**config.mk**
```make
export PLATFORM = sky130hd
export DESIGN_NAME = mem_copy_engine_flat
export DESIGN_NICKNAME = d
export VERILOG_FILES = /design/src/rtl/mem_copy_pkg.sv /design/src/rtl/mem_copy_engine_if.sv /design/src/rtl/mem_copy_engine.sv /design/src/flat_wrapper.sv
export SDC_FILE = /design/constraint.sdc
export NUM_CORES = 1
export LEC_CHECK = 0
export ABC_AREA = 1
export CORE_ASPECT_RATIO = 1.2
export CORE_MARGIN = 10
export CORE_UTILIZATION = 53
export CTS_CLUSTER_DIAMETER = 100
export DETAILED_ROUTE_END_ITERATION = 16
export PLACE_DENSITY = 0.81
export SLEW_MARGIN = 15
export SYNTH_ARGS = -nofsm -noshare
export SYNTH_HDL_FRONTEND = slang
export SYNTH_SLANG_ARGS = --single-unit
```
**constraint.sdc**
```tcl
create_clock -name clk -period 2.9 [get_ports clk]
set_input_delay 0.58 -clock clk [delete_from_list [all_inputs] [get_ports clk]]
set_output_delay 0.58 -clock clk [all_outputs]
set_load 0.05 [all_outputs]
```
**src/rtl/mem_copy_pkg.sv**
```systemverilog
// Shared definitions for the block-copy engine.
//   state_t          : copy FSM states
//   AW_DEF / DW_DEF  : default address and data widths
//   CYCLES_PER_WORD  : RD + CAP + WR, one memory word every three cycles
package mem_copy_pkg;

  localparam int AW_DEF          = 16;
  localparam int DW_DEF          = 16;
  localparam int CYCLES_PER_WORD = 3;

  typedef enum logic [2:0] {
    IDLE = 3'd0,
    RD   = 3'd1,
    CAP  = 3'd2,
    WR   = 3'd3,
    FIN  = 3'd4,
    ABT  = 3'd5
  } state_t;

endpackage

```
**src/rtl/mem_copy_engine_if.sv**
```systemverilog
// Memory-port bundle between the copy engine (master) and the data memory
// (slave).
//   BaseAdd   : word address
//   ReadMem   : read enable, data returns on MemRdData one cycle later
//   WriteMem  : write enable
//   MemWrData : write data
//   MemRdData : read data from memory
interface mem_copy_engine_if
  import mem_copy_pkg::*;
#(
  parameter int AW = AW_DEF,
  parameter int DW = DW_DEF
);

  logic [AW-1:0] BaseAdd;
  logic          ReadMem;
  logic          WriteMem;
  logic [DW-1:0] MemWrData;
  logic [DW-1:0] MemRdData;

  modport master (
    output BaseAdd,
    output ReadMem,
    output WriteMem,
    output MemWrData,
    input  MemRdData
  );

  modport slave (
    input  BaseAdd,
    input  ReadMem,
    input  WriteMem,
    input  MemWrData,
    output MemRdData
  );

endinterface

```
**src/rtl/mem_copy_engine.sv**
```systemverilog
// Block-copy DMA master for the 16-bit data memory.
// Copies Length words from SrcAdd upward to DstAdd upward, one word per
// RD/CAP/WR triple, through the memory's single port.
// Ports:
//   clk, reset        : clock, synchronous active-high reset
//   Start, Abort      : copy request (IDLE only) / terminate running copy
//   SrcAdd, DstAdd    : first source / destination word address
//   Length            : number of words to copy
//   Busy              : high in RD, CAP, WR
//   Done, Aborted     : one-cycle completion / abort pulses
//   Count             : words written in the current or last copy
//   mem               : memory port (master side)
// Every output is a flop; nothing on the outputs depends combinationally
// on any input.
module mem_copy_engine
  import mem_copy_pkg::*;
#(
  parameter int AW = AW_DEF,
  parameter int DW = DW_DEF
) (
  input  logic                clk,
  input  logic                reset,
  input  logic                Start,
  input  logic                Abort,
  input  logic [AW-1:0]       SrcAdd,
  input  logic [AW-1:0]       DstAdd,
  input  logic [15:0]         Length,
  output logic                Busy,
  output logic                Done,
  output logic                Aborted,
  output logic [15:0]         Count,
  mem_copy_engine_if.master   mem
);

  state_t        state_reg;
  logic [AW-1:0] src_reg;
  logic [AW-1:0] dst_reg;
  logic [15:0]   len_reg;
  logic [15:0]   count_reg;
  logic [15:0]   count_next;
  logic          busy_reg;
  logic          done_reg;
  logic          aborted_reg;
  logic [AW-1:0] base_add_reg;
  logic          read_reg;
  logic          write_reg;
  // Word buffer: loaded from read data in CAP and presented as write data
  // in WR; cleared outside WR so the bus idles at zero.
  logic [DW-1:0] data_buf_reg;

  // Count after the write of the current WR cycle.
  assign count_next = count_reg + 16'd1;

  always_ff @(posedge clk) begin
    if (reset) begin
      state_reg    <= IDLE;
      src_reg      <= '0;
      dst_reg      <= '0;
      len_reg      <= '0;
      count_reg    <= '0;
      busy_reg     <= 1'b0;
      done_reg     <= 1'b0;
      aborted_reg  <= 1'b0;
      base_add_reg <= '0;
      read_reg     <= 1'b0;
      write_reg    <= 1'b0;
      data_buf_reg <= '0;
    end else begin
      // Pulses and memory strobes last exactly one cycle unless re-armed.
      done_reg     <= 1'b0;
      aborted_reg  <= 1'b0;
      read_reg     <= 1'b0;
      write_reg    <= 1'b0;
      base_add_reg <= '0;

      case (state_reg)
        IDLE: begin
          if (Start) begin
            src_reg   <= SrcAdd;
            dst_reg   <= DstAdd;
            len_reg   <= Length;
            count_reg <= '0;
            if (Length != 16'd0) begin
              state_reg    <= RD;
              busy_reg     <= 1'b1;
              read_reg     <= 1'b1;
              base_add_reg <= SrcAdd;
            end else begin
              state_reg <= FIN;
              done_reg  <= 1'b1;
            end
          end
        end

        RD: begin
          if (Abort) begin
            state_reg   <= ABT;
            busy_reg    <= 1'b0;
            aborted_reg <= 1'b1;
          end else begin
            state_reg <= CAP;
          end
        end

        CAP: begin
          if (Abort) begin
            state_reg   <= ABT;
            busy_reg    <= 1'b0;
            aborted_reg <= 1'b1;
          end else begin
            // Read data is valid now, one cycle after the RD strobe.
            state_reg    <= WR;
            data_buf_reg <= mem.MemRdData;
            write_reg    <= 1'b1;
            base_add_reg <= dst_reg + AW'(count_reg);
          end
        end

        WR: begin
          // The write on the bus this cycle always completes, even when
          // aborting, so it is always counted.
          count_reg    <= count_next;
          data_buf_reg <= '0;
          if (Abort) begin
            state_reg   <= ABT;
            busy_reg    <= 1'b0;
            aborted_reg <= 1'b1;
          end else if (count_next == len_reg) begin
            state_reg <= FIN;
            busy_reg  <= 1'b0;
            done_reg  <= 1'b1;
          end else begin
            state_reg    <= RD;
            read_reg     <= 1'b1;
            base_add_reg <= src_reg + AW'(count_next);
          end
        end

        FIN: state_reg <= IDLE;

        ABT: state_reg <= IDLE;

        default: begin
          state_reg <= IDLE;
          busy_reg  <= 1'b0;
        end
      endcase
    end
  end

  assign Busy          = busy_reg;
  assign Done          = done_reg;
  assign Aborted       = aborted_reg;
  assign Count         = count_reg;
  assign mem.BaseAdd   = base_add_reg;
  assign mem.ReadMem   = read_reg;
  assign mem.WriteMem  = write_reg;
  assign mem.MemWrData = data_buf_reg;

endmodule

```
**src/flat_wrapper.sv**
```systemverilog
// flat-port wrapper written by rule: the top's interface ports become plain ports
module mem_copy_engine_flat import mem_copy_pkg::*;
#(
  parameter int AW = AW_DEF,
  parameter int DW = DW_DEF
)
  (clk, reset, Start, Abort, SrcAdd, DstAdd, Length, Busy, Done, Aborted, Count, mem_BaseAdd, mem_ReadMem, mem_WriteMem, mem_MemWrData, mem_MemRdData);
  mem_copy_engine_if #(.AW(AW), .DW(DW)) mem_i ();
  input  logic clk;
  input  logic reset;
  input  logic Start;
  input  logic Abort;
  input  logic [AW-1:0] SrcAdd;
  input  logic [AW-1:0] DstAdd;
  input  logic [15:0] Length;
  output logic Busy;
  output logic Done;
  output logic Aborted;
  output logic [15:0] Count;
  output wire logic [$bits(mem_i.BaseAdd)-1:0] mem_BaseAdd;
  output wire logic [$bits(mem_i.ReadMem)-1:0] mem_ReadMem;
  output wire logic [$bits(mem_i.WriteMem)-1:0] mem_WriteMem;
  output wire logic [$bits(mem_i.MemWrData)-1:0] mem_MemWrData;
  input wire logic [$bits(mem_i.MemRdData)-1:0] mem_MemRdData;
  assign mem_BaseAdd = mem_i.BaseAdd;
  assign mem_ReadMem = mem_i.ReadMem;
  assign mem_WriteMem = mem_i.WriteMem;
  assign mem_MemWrData = mem_i.MemWrData;
  assign mem_i.MemRdData = mem_MemRdData;
  mem_copy_engine #(.AW(AW), .DW(DW)) u_core (.clk(clk), .reset(reset), .Start(Start), .Abort(Abort), .SrcAdd(SrcAdd), .DstAdd(DstAdd), .Length(Length), .Busy(Busy), .Done(Done), .Aborted(Aborted), .Count(Count), .mem(mem_i));
endmodule
```
==> run summary, run 1 <==
Die Y: 138 µm
DP HPWL: 15200 µm
Post-synthesis sequential area ratio: 0.336
Hold WS: 473 ps
Comb power frac: 0.235
CP startpoint: u_core.Count[0]
Synth Area in Adders: 0.0751
DRT Pass-1 Iters: 5
Final Cycle Share: 0.920
Final Total Pwr: 3760 µW
Grt ovf: 0
Fin. Hold Viols: 0
Worst R2R Start: u_core.Count[0]
Peak VDD IR: 0.000311 V
Slew HR: 0.306
Synthesis Warnings: 0
Clock Latency Late Sink: 340 ps
Minimum clock period: 2670 ps
Post-synth top area cell: dfxtp_1
Sw Ratio: 0.314
XOR/XNOR Fraction of Synth Area: 0.0212
Layout cells sized above 1: 0.0842
Synth top area share: 0.336
CP Max Fanout: 5
CP peak stage delay: 360 ps
Clk_skew: 8.13 ps
Leak pwr: 0.00346 µW
R2r endpoint: u_core.mem.BaseAdd[15]
First-pass GRT wire length: 31200 µm
Slew Viols, Final: 0
I/O Buffers: 120
Largest family of logic cells by synthesized area: simple AND/OR/NAND/NOR gates
Worst setup path category: reg2reg
Vias after detailed routing: 6444
Largest net degree at the start of global routing: 56
Die area: 16400 µm²
Synthesized cell area: 6200 µm²
Clock Sinks: 104
TritonCTS Buffers: 9
Synth area leaders: dfxtp_1, nand2_1, a21oi_1, ha_1, o21ai_0
Slew @ Worst Pin: 1040 ps
TNS Setup: 0 ps
Clock share of power: 0.330
Max cap viols: 0
Synth Register Bits: 104
Average cell area after synthesis: 6.97 µm²
Wire length per cell: 16.6 µm
Mapped Cells: 889
Setup bufs post-CTS: 0
Nets: 1121
Simple-Gate Fraction of Synth Area: 0.282
Type of the tightest min-delay check: reg2reg
GP Congestion: 0.952
DR DRC count: 0
Via density: 5.47
Die X: 119 µm
Final Setup Violations: 0
Proportion of synthesized area in mux cells: 0
Fmax: 0.375 GHz
Register share of total power: 0.435
Clk slew on worst S/H paths: 70 ps
Core footprint: 11500 µm²
Synth Area in Compound Gates: 0.202
Syn-to-layout area delta: 28.7%
Int Power: 2580 µW
N_diodes: 0
Crit-path cells: ha_2, nand2_1, nor2_4, nand3_1, nand2_1, nand2_1, inv_1, ha_4, a21oi_1, o21bai_1, a21oi_1, o21ai_0, a21oi_1, or2_0, nand2_1, nand3_1, a21oi_1
Rows: 43
WL final: 19600 µm
Critical path launch point type: flop
Distinct cells, synth: 47
Post-Syn Nets: 993
Reg2Reg Depth: 17
Iter 0 DRT Violations: 535
H-Tree Level Count: 3
Root Driver: clkbuf_16
Slowest CP cell: dfxtp_2
CP required: 3110 ps
Initial antenna violation count: 0
IO Count: 121
Sw power: 1180 µW
Critical path arrival: 2880 ps
Critical Path End: u_core.mem.BaseAdd[15]
Status: finished, final reports clean
Initial Util: 0.538
P per Cell Area: 471 nW/µm²
Crit end category: flop
Global Route Usage Sum: 0.229
CTS tree: done
Post-route ant nets: 0
R2R setup slack: 230 ps
CTS max path bufs: 2
Number of global-route vias before repair: 6287
[through the flow]
step / cells / util / instance area, µm² / setup slack, ps
2_1_floorplan: 889 / - / 6200 / 82.6
3_5_place_dp: 1163 / 0.665 / 7660 / 210
4_1_cts: 1178 / 0.691 / 7950 / 173
3_3_place_gp: 1163 / 0.665 / 7660 / 261
6_report: 1178 / 0.693 / 7980 / 231
5_1_grt: 1178 / 0.693 / 7980 / -10.6
[layer usage]
metal	GRT usage	share of wire	up-vias
li1	-	-	3229
met1	0.267	0.42	2957
met2	0.374	0.46	222
met3	0.0782	0.086	36
met4	0.0998	0.036	0
met5	0	0	-
[worst max-delay path: cells and delay by family (launching register included)]
kind | cells | cell delay, ps
fa+ha+maj | 2 | 440
compound gates | 6 | 760
simple gates | 8 | 820
flops | 1 | 360
buf+inv | 1 | 140
[Yosys cell counts, drive strengths merged]
cell type,n
o21bai,3
nand3b,8
a21o,5
nor3,5
xnor2,1
nor2,99
or2,1
o21a,1
clkinv,2
buf,6
a21oi,104
a211oi,1
o31ai,3
a31oi,4
inv,99
dfxtp,104
and2,3
o2111ai,1
nand4,11
a32o,16
nor4,5
nand2,194
nand3,54
clkbuf,23
and3,1
o22ai,2
xor2,14
ha,34
fa,2
a22oi,3
o21ai,80
[layout make-up]
cell class | count | area, µm²
clock buffer | 12 | 246
clock inverter | 3 | 42.5
fill | 1007 | 3530
inverter | 101 | 379
multi-input combinational | 655 | 3630
sequential | 104 | 2090
tap | 157 | 196
timing repair buffer | 146 | 1400
[cell usage in the layout (no fill, tap or decap), types with 3 or more instances in the layout]
| cell | n |
|---|---|
| clkdlybuf4s50_1 | 120 |
| nor2_2 | 7 |
| xor2_1 | 14 |
| a32o_1 | 16 |
| buf_4 | 26 |
| a22oi_1 | 3 |
| o31ai_1 | 3 |
| nand4_1 | 10 |
| a21oi_1 | 103 |
| nand2_1 | 182 |
| nor4_1 | 5 |
| and2_1 | 3 |
| nor2_4 | 6 |
| dfxtp_1 | 100 |
| ha_1 | 31 |
| nand3b_1 | 6 |
| inv_1 | 98 |
| nand3_1 | 46 |
| nand2_2 | 12 |
| clkbuf_16 | 9 |
| a31oi_1 | 4 |
| nand3_2 | 7 |
| nor2_1 | 86 |
| o21ai_1 | 3 |
| a21o_1 | 5 |
| dfxtp_2 | 4 |
| o21ai_0 | 77 |
| nor3_1 | 4 |
[power by group through the flow]
| stage | clock network [µW] | logic, µW | registers, µW |
|---|---|---|---|
| 5_1_grt | 1300 | 983 | 1650 |
| 4_1_cts | 1240 | 879 | 1630 |
| 3_5_place_dp | 0 | 872 | 1660 |
| 6_report | 1240 | 886 | 1640 |
| 3_3_place_gp | 0 | 864 | 1660 |
| 2_1_floorplan | 0 | 496 | 1720 |
[how the worst min path moves through the flow]
stage	from	to	slack (ps)	cells after the start
2_1_floorplan	u_core.len_reg[2]	u_core.len_reg[2]	440	2
3_3_place_gp	u_core.src_reg[15]	u_core.src_reg[15]	460	2
3_5_place_dp	u_core.len_reg[9]	u_core.len_reg[9]	460	2
4_1_cts	u_core.len_reg[9]	u_core.len_reg[9]	470	2
5_1_grt	u_core.len_reg[11]	u_core.len_reg[11]	500	2
6_report	u_core.len_reg[9]	u_core.len_reg[9]	470	2
[logic make-up after synthesis]
logic type,count (synthesis)
buffers and inverters,130
AND/OR/NAND/NOR,381
flip-flops,104
adder cells (fa/ha/maj),36
AO/OA/AOI/OAI,223
XOR/XNOR,15
[what timing repair did]
| action | 4_1_cts | 5_1_grt |
|---|---|---|
| resized for setup | 0 | 7 |
| hold buffers | 0 | 0 |
| setup endpoints to repair | 0 | 6 |
No activity file was read; power rests on OpenSTA's default activity.
==> run 2: changes to the inputs <==
--- a/config.mk
+++ b/config.mk
@@ -8,10 +8,10 @@
 export ABC_AREA = 1
 export CORE_ASPECT_RATIO = 1.2
 export CORE_MARGIN = 10
-export CORE_UTILIZATION = 53
+export CORE_UTILIZATION = 40
 export CTS_CLUSTER_DIAMETER = 100
 export DETAILED_ROUTE_END_ITERATION = 16
-export PLACE_DENSITY = 0.81
+export REMOVE_ABC_BUFFERS = 1
 export SLEW_MARGIN = 15
 export SYNTH_ARGS = -nofsm -noshare
 export SYNTH_HDL_FRONTEND = slang
==> run summary, run 2 (synthesis gave the netlist of run 1 again) <==
Status: finished, final reports clean (unchanged)
Root Driver: clkbuf_16 (unchanged)
Slew HR: 0.230 (was 0.306)
CP required: 3140 ps (was 3110 ps)
Slew Viols, Final: 0 (unchanged)
I/O Buffers: 120 (unchanged)
Worst setup path category: reg2reg (unchanged)
Final Cycle Share: 0.942 (was 0.920)
Global Route Usage Sum: 0.192 (was 0.229)
Reg2Reg Depth: 17 (unchanged)
Clk_skew: 12.1 ps (was 8.13 ps)
Critical path launch point type: flop (unchanged)
TNS Setup: 0 ps (unchanged)
DP Cell Count: 1210 (was 1163)
WHS Path Cells: 2 (unchanged)
P per Cell Area: 468 nW/µm² (was 471 nW/µm²)
Grt met2 use: 0.332 (was 0.374)
Non-Filler Instances: 1226 (was 1178)
Fmax: 0.366 GHz (was 0.375 GHz)
Via density: 5.17 (was 5.47)
Die area: 20900 µm² (was 16400 µm²)
CTS tree: done (unchanged)
Post-CTS sizing: 0 (unchanged)
Initial antenna violation count: 0 (unchanged)
Hold buffers post-CTS: 0 (unchanged)
Most frequent cells in the layout: nand2_1, clkdlybuf4s50_1, a21oi_1, dfxtp_1, inv_1 (unchanged)
Syn-to-layout area delta: 30.5% (was 28.7%)
Clk slew on worst S/H paths: 80 ps (was 70 ps)
Slew @ Worst Pin: 1150 ps (was 1040 ps)
Layout cells sized above 1: 0.0939 (was 0.0842)
CTS max path bufs: 2 (unchanged)
N_diodes: 0 (unchanged)
Die X: 134 µm (was 119 µm)
Reg area: 2090 µm² (about the same)
Multi-input logic area: 3650 µm² (was 3630 µm²)
Grt ovf: 0 (unchanged)
Worst setup margin: 168 ps (was 231 ps)
Slowest CP cell: dfxtp_1 (was dfxtp_2)
Clock Sinks: 104 (unchanged)
Largest net degree at the start of global routing: 64 (was 56)
Hold WS: 480 ps (was 473 ps)
Nets: 1121 (unchanged)
Number of global-route vias before repair: 6271 (was 6287)
Post-route ant nets: 0 (unchanged)
Crit end category: flop (unchanged)
DRT Pass-1 Iters: 5 (unchanged)
Max cap viols: 0 (unchanged)
Wire length per cell: 16.5 µm (was 16.6 µm)
Crit path max-delay family: simple AND/OR/NAND/NOR gates (unchanged)
Final Setup Violations: 0 (unchanged)
Most frequent cell on the critical path: nand2_1
Critical path arrival: 2970 ps (was 2880 ps)
Global routing's busiest layer: met2 (unchanged)
Iter 0 DRT Violations: 361 (was 535)
Initial Util: 0.411 (was 0.538)
WL final: 20200 µm (was 19600 µm)
Minimum clock period: 2730 ps (was 2670 ps)
Vias after detailed routing: 6335 (was 6444)
Peak VDD IR: 0.000289 V (was 0.000311 V)
Leak pwr: 0.00347 µW (was 0.00346 µW)
CP peak stage delay: 370 ps (was 360 ps)
H-Tree Level Count: 3 (unchanged)
Buf/Inv on CP: 1 (unchanged)
GP Congestion: 0.913 (was 0.952)
GR Util met1: 0.227 (was 0.267)
M3 GR Usage: 0.0557 (was 0.0782)
Core footprint: 15100 µm² (was 11500 µm²)
Die Y: 156 µm (was 138 µm)
DP HPWL: 15700 µm (was 15200 µm)
Fin. Hold Viols: 0 (unchanged)
First-pass GRT wire length: 32400 µm (was 31200 µm)
Critical path depth: 17 (unchanged)
Type of the tightest min-delay check: reg2reg (unchanged)
TritonCTS Buffers: 9 (unchanged)
Rows: 49 (was 43)
# fillers: 1519 (was 1007)
IO Count: 121 (unchanged)
DP Worst Slack: 127 ps (was 210 ps)
Clock Latency Late Sink: 360 ps (was 340 ps)
Crit-path cells: ha_2, nand2_1, nor2_4, nand3_1, nand2_1, nand2_1, inv_1, ha_4, a21oi_2, o21bai_1, a21oi_1, o21ai_0, a21oi_1, or2_0, nand2_1, nand3_1, a21oi_1 (was ha_2, nand2_1, nor2_4, nand3_1, nand2_1, nand2_1, inv_1, ha_4, a21oi_1, o21bai_1, a21oi_1, o21ai_0, a21oi_1, or2_0, nand2_1, nand3_1, a21oi_1)
Setup bufs post-CTS: 0 (unchanged)
DR DRC count: 0 (unchanged)
CP Max Fanout: 5 (unchanged)
Commonest non-fill, non-tap cell in the layout: nand2_1 (unchanged)
[run 2: worst paths after layout]
check                         start  slack (ps)                endpoint
setup reg to reg    u_core.Count[1]         170  u_core.mem.BaseAdd[15]
hold / removal    u_core.len_reg[9]         480       u_core.len_reg[9]
hold reg to reg   u_core.len_reg[9]         480       u_core.len_reg[9]
setup / recovery    u_core.Count[1]         170  u_core.mem.BaseAdd[15]
[run 2: cell type report]
cell class / instances / share of cell area
multi-input combinational: 655 / 0.452
sequential: 104 / 0.258
timing repair buffer: 146 / 0.173
inverter: 101 / 0.0469
tap: 204 / 0.0316
clock buffer: 9 / 0.0278
clock inverter: 7 / 0.0110
[run 2: routing by layer]
metal | vias to the layer above | routed length, µm
li1 | 3233 | -
met1 | 2917 | 8890
met2 | 167 | 9800
met3 | 18 | 1220
met4 | 0 | 312
met5 | - | 0
[run 2: where the power goes]
group          leakage [µW]  switching [µW]  total, µW  internal (µW)
logic               0.00246             549        887            339
registers          0.000855            75.7       1630           1550
clock network      0.000152             649       1270            621
total               0.00347            1270       3780           2510
[run 2: worst reg2reg max path, delay by kind of cell, from the launching register on]
kind	cells	cell delay [ps]
AOI/OAI and AO/OA	6	780
adders and majority gates	2	470
buffers and inverters	1	170
DFF	1	370
and+or+nand+nor	8	820
[run 2: stage by stage]
stage | power (µW) | utilization | area [µm²]
after floorplan | 2190 | - | 6060
final | 3780 | 0.536 | 8090
after CTS | 3810 | 0.533 | 8030
after global placement | 2540 | 0.512 | 7720
after detailed placement | 2540 | 0.512 | 7720
after global routing | 3990 | 0.536 | 8090
==> run 3: changes to the inputs <==
--- a/config.mk
+++ b/config.mk
@@ -8,9 +8,11 @@
 export ABC_AREA = 1
 export CORE_ASPECT_RATIO = 1.2
 export CORE_MARGIN = 10
-export CORE_UTILIZATION = 40
+export CORE_UTILIZATION = 50
 export CTS_CLUSTER_DIAMETER = 100
+export CTS_CLUSTER_SIZE = 20
 export DETAILED_ROUTE_END_ITERATION = 16
+export PLACE_DENSITY = 0.78
 export REMOVE_ABC_BUFFERS = 1
 export SLEW_MARGIN = 15
 export SYNTH_ARGS = -nofsm -noshare
==> run summary, run 3 (synthesis gave the netlist of run 1 again) <==
Status: finished, final reports clean (unchanged)
Clock Latency Late Sink: 370 ps (was 360 ps)
Final Setup Violations: 0 (unchanged)
Vias after detailed routing: 6403 (was 6335)
Largest net degree at the start of global routing: 64 (unchanged)
N_diodes: 0 (unchanged)
CTS max path bufs: 2 (unchanged)
Slew @ Worst Pin: 777 ps (was 1150 ps)
Via density: 5.44 (was 5.17)
Clk slew on worst S/H paths: 70 ps (was 80 ps)
Commonest non-fill, non-tap cell in the layout: nand2_1 (unchanged)
Syn-to-layout area delta: 28.2% (was 30.5%)
DP Worst Slack: 193 ps (was 127 ps)
Peak VDD IR: 0.000339 V (was 0.000289 V)
Die area: 17300 µm² (was 20900 µm²)
Buf/Inv on CP: 1 (unchanged)
Final Cycle Share: 0.924 (was 0.942)
CP peak stage delay: 370 ps (about the same)
TNS Setup: 0 ps (unchanged)
Non-Filler Instances: 1176 (was 1226)
Crit path max-delay family: simple AND/OR/NAND/NOR gates (unchanged)
Critical path launch point type: flop (unchanged)
Initial Util: 0.512 (was 0.411)
Fmax: 0.373 GHz (was 0.366 GHz)
Rows: 44 (was 49)
Setup bufs post-CTS: 0 (unchanged)
Minimum clock period: 2680 ps (was 2730 ps)
P per Cell Area: 470 nW/µm² (was 468 nW/µm²)
DR DRC count: 0 (unchanged)
Worst setup margin: 219 ps (was 168 ps)
Slowest CP cell: dfxtp_2 (was dfxtp_1)
Fin util: 0.656 (was 0.536)
First-pass GRT wire length: 30800 µm (was 32400 µm)
Fin. Hold Viols: 0 (unchanged)
Initial antenna violation count: 0 (unchanged)
Max cap viols: 0 (unchanged)
Die Y: 142 µm (was 156 µm)
Worst setup path category: reg2reg (unchanged)
Most frequent cell on the critical path: a21oi_1 (was nand2_1)
DP HPWL: 14400 µm (was 15700 µm)
Post-route ant nets: 0 (unchanged)
CTS tree: done (unchanged)
Slew HR: 0.481 (was 0.230)
Leak pwr: 0.00344 µW (was 0.00347 µW)
Global Route Usage Sum: 0.220 (was 0.192)
IO Count: 121 (unchanged)
DRT Pass-1 Iters: 5 (unchanged)
GP Congestion: 0.950 (was 0.913)
Layout cells sized above 1: 0.0877 (was 0.0939)
Critical path arrival: 2930 ps (was 2970 ps)
Number of global-route vias before repair: 6229 (was 6271)
I/O Buffers: 120 (unchanged)
Nets: 1114 (was 1121)
DP Cell Count: 1160 (was 1210)
Grt ovf: 0 (unchanged)
Crit end category: flop (unchanged)
CP Max Fanout: 5 (unchanged)
H-Tree Level Count: 3 (unchanged)
TritonCTS Buffers: 9 (unchanged)
Most frequent cells in the layout: nand2_1, clkdlybuf4s50_1, a21oi_1, inv_1, dfxtp_1 (was nand2_1, clkdlybuf4s50_1, a21oi_1, dfxtp_1, inv_1)
Slew Viols, Final: 0 (unchanged)
Wire length per cell: 16.1 µm (was 16.5 µm)
Clock Sinks: 104 (unchanged)
Clk_skew: 6.62 ps (was 12.1 ps)
WL final: 19000 µm (was 20200 µm)
Hold buffers post-CTS: 0 (unchanged)
RSZ-0062 raised after global routing: false
Type of the tightest min-delay check: reg2reg (unchanged)
CP required: 3150 ps (was 3140 ps)
Core footprint: 12100 µm² (was 15100 µm²)
Iter 0 DRT Violations: 483 (was 361)
Die X: 122 µm (was 134 µm)
Root Driver: clkbuf_16 (unchanged)
Crit-path cells: ha_2, nand2_1, nor2_4, nand4_1, nand2_1, inv_1, ha_1, a21oi_1, o21bai_1, a21oi_1, o21ai_0, a21oi_1, or2_0, nand2_1, nand3_1, a21oi_1 (was ha_2, nand2_1, nor2_4, nand3_1, nand2_1, nand2_1, inv_1, ha_4, a21oi_2, o21bai_1, a21oi_1, o21ai_0, a21oi_1, or2_0, nand2_1, nand3_1, a21oi_1)
Final Total Pwr: 3740 µW (was 3780 µW)
## run 3: cell types whose count changed in the layout (fill, tap and decap cells not counted), sizes merged
| cell | previous run | this run |
|---|---|---|
| inv | 101 | 104 |
| buf | 26 | 19 |
| clkinv | 7 | 4 |
## run 3: area by class of cell
class | count | area (µm²)
clock buffers | 9 | 225
clock inverters | 7 | 66.3
fillers | 1078 | 4160
inverters | 101 | 379
multi-input cells | 655 | 3620
flip-flops and latches | 104 | 2100
well taps | 161 | 201
repair buffers | 139 | 1360
## run 3: worst paths after layout
| check | start | end | slack (ps) | depth (start not counted) |
|---|---|---|---|---|
| min reg2reg | u_core.len_reg[14] | u_core.len_reg[14] | 480 | 2 |
| max | u_core.Count[0] | u_core.mem.BaseAdd[15] | 220 | 16 |
| min | u_core.len_reg[14] | u_core.len_reg[14] | 480 | 2 |
| max reg2reg | u_core.Count[0] | u_core.mem.BaseAdd[15] | 220 | 16 |
## run 3: timing repair
action | CTS | global route
endpoints found under the setup margin | 0 | 6
resized for setup | 0 | 16
endpoints found under the hold margin | 0 | 0
## run 3: tightest hold or removal path, stage by stage (launching register included)
cell	delay, ps
dfxtp_1	320
inv_1	60
a21oi_1	50
## run 3: through the flow
stage               area (µm²)  hold WS [ps]
floorplan                 6060           439
global placement          7620           461
detailed placement        7630           465
CTS                       7920           480
global route              7950           502
finish                    7950           477
## run 3: per-layer routing
layer  share of wire  vias up  wire length, µm  track usage
met5               0        -                0            0
met4           0.021        0              407       0.0842
met3           0.078       30             1490       0.0588
met2            0.49      217             9240        0.369
met1            0.41     2931             7810        0.262
li1                -     3225                -            -
## run 3: power breakdown
part | internal (µW) | switching [µW] | total (µW)
sequential | 1550 | 71.1 | 1620
clock | 610 | 626 | 1240
combinational | 335 | 545 | 880
total | 2490 | 1240 | 3740
